`config.mk`:
```
export PLATFORM = sky130hd
export DESIGN_NAME = rca_4bit
export DESIGN_NICKNAME = d
export VERILOG_FILES = /design/src/rtl/rca_4bit.sv
export SDC_FILE = /design/constraint.sdc
export NUM_CORES = 1
export LEC_CHECK = 0
export CAP_MARGIN = 10
export CORE_AREA = 2 2 39 41
export CTS_CLUSTER_SIZE = 24
export DETAILED_ROUTE_END_ITERATION = 8
export DIE_AREA = 0 0 41 43
export PLACE_DENSITY_LB_ADDON = 0.1
export SLEW_MARGIN = 20
export SYNTH_ARGS = -nofsm -noshare
export SYNTH_HDL_FRONTEND = slang
export SYNTH_SLANG_ARGS = --single-unit
```
`constraint.sdc`:
```
create_clock -name clk -period 0.8 [get_ports clk]
set_clock_uncertainty 0.05 [all_clocks]
set_input_delay 0.16 -clock clk [delete_from_list [all_inputs] [get_ports clk]]
set_output_delay 0.16 -clock clk [all_outputs]
set_load 0.03 [all_outputs]
```
`src/rtl/rca_4bit.sv`:
```
// 4-bit ripple-carry adder built from four full-adder cells, with the
// {carry, sum} result registered once per clock.

module fa_cell (
    input  logic i_a,
    input  logic i_b,
    input  logic i_cin,
    output logic o_sum_c,
    output logic o_cout_c
);

    logic w_axb;

    assign w_axb    = i_a ^ i_b;
    assign o_sum_c  = w_axb ^ i_cin;
    assign o_cout_c = (i_a & i_b) | (i_cin & w_axb);

endmodule

module rca_4bit (
    input  logic       clk,
    input  logic       rst_n,
    input  logic [3:0] A,
    input  logic [3:0] B,
    output logic [3:0] Sum,
    output logic       Cout
);

    localparam int unsigned W = 4;

    logic [W:0]   w_c;
    logic [W-1:0] w_s;
    logic [W-1:0] r_sum;
    logic         r_cout;

    // Carry chain enters with no carry-in; w_c[W] is the carry out of bit 3.
    assign w_c[0] = 1'b0;

    for (genvar i = 0; i < W; i++) begin : g_stage
        fa_cell u_fa (
            .i_a      (A[i]),
            .i_b      (B[i]),
            .i_cin    (w_c[i]),
            .o_sum_c  (w_s[i]),
            .o_cout_c (w_c[i+1])
        );
    end

    always_ff @(posedge clk or negedge rst_n) begin
        if (!rst_n) begin
            r_sum  <= W'(0);
            r_cout <= 1'b0;
        end else begin
            r_sum  <= w_s;
            r_cout <= w_c[W];
        end
    end

    assign Sum  = r_sum;
    assign Cout = r_cout;

endmodule

```
### After elaboration in Yosys (flattened, before gate mapping)

Index checks and enable logic that the tools add are counted.

* bits in registers: 5
* input port bits: 10
* output and inout port bits: 5
* logic and storage cells: 19

* bitwise operators: 17

Operators with widths (count)
* $and 1x1->1: 7
* $xor 1x1->1: 7
* $or 1x1->1: 3

### Logic depth before layout (Yosys ltp)

Gate-level depths: netlist of the first run.

* depth in word-level cells: 7
* depth in mapped cells: 6
* gate-level depth less buffers: 6

### Modules after synthesis

A second synthesis of the first run with hierarchy kept.

* cells, all modules: 10
* area total of the unflattened synthesis: 209.0 um^2

Modules (own cells, without submodules)
* rca_4bit: times used 1, cells an instance 6, area each 128.9 um^2, seq. area each 125.1 um^2
* fa_cell: times used 4, cells an instance 1, area each 20.0 um^2, seq. area each 0.0 um^2

### Least setup slack after synthesis of the first run

No wires, ideal clock.

* path kind: input to register
* from: input port A[0]
* to: register r_sum[3], in the netlist Sum[3]
* library setup time: 0.064 ns
* arrival time: 1.583 ns
* required time: 0.686 ns
* setup slack: -0.897 ns
* stages on the path: 6
* buffers on the path: 0
* cells stage by stage: ha_1 > fa_1 > fa_1 > inv_1 > fa_1 > inv_1

* cells in the longest elaborated chain, start to end: 6

Ends and longest elaborated chain
* start: declaration: line 23 `input logic [3:0] A,`
* $and 1x1->1 (2 in a row): line 16 `assign o_cout_c = (i_a & i_b) | (i_cin & w_axb);`
* $or 1x1->1: line 16
* $and 1x1->1: line 16
* $or 1x1->1: line 16
* $xor 1x1->1: line 15 `assign o_sum_c = w_axb ^ i_cin;`
* via g_stage[3].u_fa.o_sum_c: line 8 `output logic o_sum_c,`
* end signal: assignment: line 54 `r_sum <= w_s;`
* end: declaration: line 33 `logic [W-1:0] r_sum;`

The timed path passes the listed nets, and every way through them passes these cells.

### Worst setup path after layout of the first run

* from: input port B[0]
* to: register r_sum[3], in the netlist Sum[3]

* cells in the longest elaborated chain, start to end: 6

Ends and longest elaborated chain
* start: declaration: line 24 `input logic [3:0] B,`
* $and 1x1->1 (2 in a row): line 16
* $or 1x1->1: line 16
* $and 1x1->1: line 16
* $or 1x1->1: line 16
* $xor 1x1->1: line 15
* via g_stage[3].u_fa.o_sum_c: line 8

The timed path passes the listed nets, and every way through them passes these cells.

==> results of run 1 <==
-- path summary, 6_finish.rpt --
kind | cells past startpoint | slack, ps | from | to
max in group asynchronous | 1 | 430 | rst_n | Sum[3]
hold / removal | 1 | 90 | rst_n | Sum[1]
min in group clk | 2 | 90 | A[0] | Sum[0]
setup / recovery | 7 | -690 | B[0] | Sum[3]
-- cell type report --
class                   instances  area share
clock buffers                   4      0.0619
inverters                       5      0.0442
multi-input cells               4       0.212
flip-flops and latches          5       0.295
well taps                      16      0.0472
repair buffers                 14       0.339
-- report_power, final --
group          internal [W]  switching [W]
clock network      0.000188      0.0000922
registers          0.000290      0.0000150
logic              0.000127       0.000126
-- state kept, by name (all words and copies together), names as in the netlist --
register / count
Cout: 1
Sum: 4
-- layer usage --
| layer | GRT usage | up-vias |
|---|---|---|
| li1 | - | 74 |
| met1 | 0.0464 | 66 |
| met2 | 0.0688 | 8 |
| met3 | 0.0209 | 0 |
| met4 | 0.100 | 0 |
| met5 | 0 | - |
-- timing repair --
item | CTS | global route
gates resized for setup | 17 | 3
pin swaps | 4 | 2
endpoints found under the setup margin | 9 | 9
-- through the flow --
step / instance area (um^2) / hold WS, ps / setup WS, ps
5_1_grt: 424 / 72.5 / -714
3_5_place_dp: 382 / 340 / -1360
4_1_cts: 427 / 75.0 / -705
3_3_place_gp: 382 / 341 / -1350
6_report: 424 / 85.7 / -685
2_1_floorplan: 234 / -186 / -833
-- logic make-up after synthesis --
group / Yosys count / synth area share
fa+ha+maj: 4 / 0.335
buf+inv: 5 / 0.0867
flops: 5 / 0.578
-- cell usage in the layout (no fill, tap or decap) --
cell type | Yosys | routed
buf_6 | 0 | 7
fa_1 | 3 | 1
ha_4 | 0 | 1
clkbuf_2 | 0 | 1
dfrtp_1 | 5 | 5
clkbuf_4 | 0 | 3
inv_1 | 5 | 4
clkdlybuf4s15_1 | 0 | 1
inv_2 | 0 | 1
fa_2 | 0 | 2
clkdlybuf4s50_1 | 0 | 5
clkbuf_1 | 0 | 1
==> out/metrics.yaml, run 1 <==
status:
  outcome: "finished, violations left"
  violations: "setup timing"
synth:
  yosysWarnings: 0
  avgSynthCellArea_um2: 15.5
  synthArstFlopShare: 1.00
  synthDistinctLibCells: 4
  synth_seq_area_share: 0.578
  synth_top_area_share: 0.578
  ys_ff_latch: 5
  synth-main-ff-cell: "dfrtp_1"
  synth_edf_count: 0
  yosysTopAreaCell: "dfrtp_1"
  ys_top_cells_by_count: "dfrtp_1, inv_1, fa_1, ha_1"
  ys_top_cells_by_area: "dfrtp_1, fa_1, inv_1"
  syn_nets: 28
  syn_area_um2: 216
  syn_inst: 14
power:
  ir_drop_mv: 0.445
  powerDensity_nw_per_um2: 1980
  leakagePower_nw: 0.198
  power_w: 0.000838
route:
  wl_met3_um: 50
  vias_per_cell: 3.08
  wire_per_inst_um: 7.35
  wl_um: 353
  drtPass1Iterations: 1
  wl_met2_um: 204
  wl_met1_um: 99
  drtIter0Drc: 0
  drc: 0
  highest_layer: "met3"
  via_count: 148
  postRouteAntennaNets: 0
placed_design:
  dp.cells: 44
  gp_congestion: 0.563
  portBuffers: 14
  hpwl_um: 323
setup_path:
  crit_family: "adder cells"
  worst_path_largest_cell_delay_ps: 390
  path_cells: "buf_6, ha_4, fa_2, fa_2, inv_2, fa_1, inv_1"
  crit_type: "primary input to flip-flop"
  cp-start-kind: "primary input"
  crit_required_ps: 930
  end_kind: "flip-flop"
  path_buf_inv: 3
  crit_fanout: 1
  critPathMostFrequentCell: "fa_2"
  slowest_stage: "fa_1"
  arrival_ps: 1610
sta:
  setup_violations: 8
  worst_slack_ps: -685
  worst_pin_slew_ps: 209
  slew_headroom: 0.860
  fin_crit_sh: 1.86
  fin_setup_tns_ps: -2230
  finalCriticalPeriod_ps: 1490
  fmax_mhz: 673
  hold_viol_final: 0
  slew_viol_final: 0
  rsz0062_at_grt: "true"
global_route:
  grt_remaining_overflow: 0
  grt_pass1_vias: 157
  grt_pass1_wl_um: 565
  grt_usage: 0.0557
  antenna_found_initial: 0
  grt_max_degree: 6
finish:
  multi_input_area_um2: 90.1
  drive_gt1_frac: 0.469
  fin_cells: 48
  fin_util: 0.307
  nets: 47
  seqCellArea_um2: 125
  diodes: 0
  area_delta_synth_final_pct: 96.0
  n_fill_cell: 151
floorplanning:
  io_pins: 15
  start_util: 0.156
  rows: 14
  die_w_um: 41
  core_um2: 1380
  die_h_um: 43
  die_area_um2: 1760
clock_tree:
  cts_max_level: 1
  postCtsHoldBufs: 0
  cts_tree: "built"
  root_buffer: "clkbuf_4"
  cts_sinks: 5
  cts.reportedPaths.clkPinSlew_ps: 40
  cts_buffers: 3
  cts_max_path_buffers: 2
  post_cts_buffers: 0
run:
  maxCapViolations: 0
worst_hold_path:
  hold_class: "primary input to asynchronous set/reset pin"
Power figures use the tool's default switching activity.
==> inputs of run 2 (changes only) <==
==> constraint.sdc (replaced) <==
create_clock -name clk -period 1.85 [get_ports clk]
set_clock_uncertainty 0.05 [all_clocks]
set_input_delay 0.37 -clock clk [delete_from_list [all_inputs] [get_ports clk]]
set_output_delay 0.37 -clock clk [all_outputs]
set_load 0.03 [all_outputs]
==> out/metrics.yaml, run 2 (synthesis gave the netlist of run 1 again) <==
setup_path:
  arrival_ps: 1940  # +330 ps
  crit_type: "primary input to flip-flop"
  end_kind: "flip-flop"
  cp-start-kind: "primary input"
  crit_required_ps: 1980  # +1050 ps
  setup.worst_path.start: "A[0]"
  crit_fanout: 1  # unchanged
sta:
  rsz0062_at_grt: "false"
  hold_viol_final: 0  # unchanged
  fmax_mhz: 551
  slew_headroom: 0.797  # -0.0627
  worst_pin_slew_ps: 303  # +93.8 ps
  slew_viol_final: 0  # unchanged
  fin_crit_sh: 0.981
  finalCriticalPeriod_ps: 1810
  setup_violations: 0  # -8
clock_tree:
  cts_tree: "built"
  root_buffer: "clkbuf_4"
  postCtsHoldBufs: 0  # unchanged
  cts_max_path_buffers: 2  # unchanged
  cts.reportedPaths.clkPinSlew_ps: 40  # about the same
  cts_sinks: 5  # unchanged
  cts_buffers: 3  # unchanged
  post_cts_buffers: 0  # unchanged
  cts_max_level: 1  # unchanged
finish:
  final_common_cell: "clkdlybuf4s50_1"
  fin_util: 0.304  # -0.00271
  fin_cells: 48  # unchanged
  largest_reg_flops: 4  # unchanged
  diodes: 0  # unchanged
  area_delta_synth_final_pct: 94.2
  final_cell_mix: "clkdlybuf4s50_1, dfrtp_1, inv_1, clkbuf_4"
  drive_gt1_frac: 0.281  # -0.188
  nets: 47  # unchanged
global_route:
  antenna_found_initial: 0  # unchanged
  grt_remaining_overflow: 0  # unchanged
  grt_usage: 0.0639  # +0.00817
  grt_pass1_vias: 166  # +5.7%
  grt_pass1_wl_um: 607  # +7.4%
  grt_max_degree: 6  # unchanged
route:
  drc: 0  # unchanged
  wire_per_inst_um: 7.67  # +4.2%
  wl_um: 368  # +4.2%
  via_count: 153  # +3.4%
  drtIter0Drc: 0  # unchanged
  postRouteAntennaNets: 0  # unchanged
  vias_per_cell: 3.19  # +3.4%
  drtPass1Iterations: 1  # unchanged
floorplanning:
  start_util: 0.156  # unchanged
  io_pins: 15  # unchanged
  die_w_um: 41  # unchanged
  core_um2: 1380  # unchanged
  rows: 14  # unchanged
  die_h_um: 43  # unchanged
  die_area_um2: 1760  # unchanged
status:
  outcome: "completed"
placed_design:
  portBuffers: 14  # unchanged
  hpwl_um: 328  # +1.7%
  dp.cells: 44  # unchanged
  gp_congestion: 0.559  # -0.76%
run:
  maxCapViolations: 0  # unchanged
power:
  powerDensity_nw_per_um2: 848  # -57%
  power_w: 0.000356  # -57%
  leakagePower_nw: 0.187  # -5.8%
  ir_drop_mv: 0.194  # -56%
worst_hold_path:
  hold_class: "primary input to asynchronous set/reset pin"
-- run 2: repair_timing --
| action | 4_1_cts | 5_1_grt |
|---|---|---|
| pin swaps | 2 | 2 |
| hold endpoints to repair | 0 | 0 |
| endpoints found under the setup margin | 2 | 1 |
| gates resized for setup | 8 | 0 |
-- run 2: area by class of cell --
| cell class | instances | area (um^2) |
|---|---|---|
| Fill cell | 144 | 963 |
| Timing Repair Buffer | 14 | 140 |
| Sequential cell | 5 | 125 |
| Multi-Input combinational cell | 4 | 90.1 |
| Clock buffer | 4 | 26.3 |
| Tap cell | 16 | 20.0 |
| Inverter | 5 | 18.8 |
-- run 2: metal layers --
layer | share of wire | track usage
met1 | 0.32 | 0.0532
met2 | 0.53 | 0.0719
met5 | 0 | 0
met4 | 0.052 | 0.140
met3 | 0.087 | 0.0157
-- run 2: metrics by stage --
stage,hold WS (ps),TNS (ps),setup slack [ps],area [um^2]
after floorplan,24.4,0,7.39,234
after global placement,552,-979,-512,394
after detailed placement,559,-996,-517,394
after CTS,299,0,6.65,420
after global routing,303,0,1.96,420
final,307,0,35.6,420
-- run 2: critical path: stages --
cell	delay [ps]
clkdlybuf4s15_2	200
ha_4	160
fa_2	340
fa_2	360
inv_2	60
fa_1	400
inv_1	60
-- run 2: worst paths after layout --
kind | end | depth (start not counted) | slack [ps]
hold / removal | Sum[0] | 1 | 310
setup / recovery | Sum[3] | 7 | 40
min in group clk | Sum[0] | 2 | 420
max in group asynchronous | Sum[3] | 1 | 1250
-- run 2: power by group --
group | leakage [nW] | internal [W] | switching, W
registers | 0.0584 | 0.000125 | 0.00000364
clock network | 0.0150 | 0.0000813 | 0.0000409
logic | 0.113 | 0.0000506 | 0.0000547
total | 0.187 | 0.000257 | 0.0000992
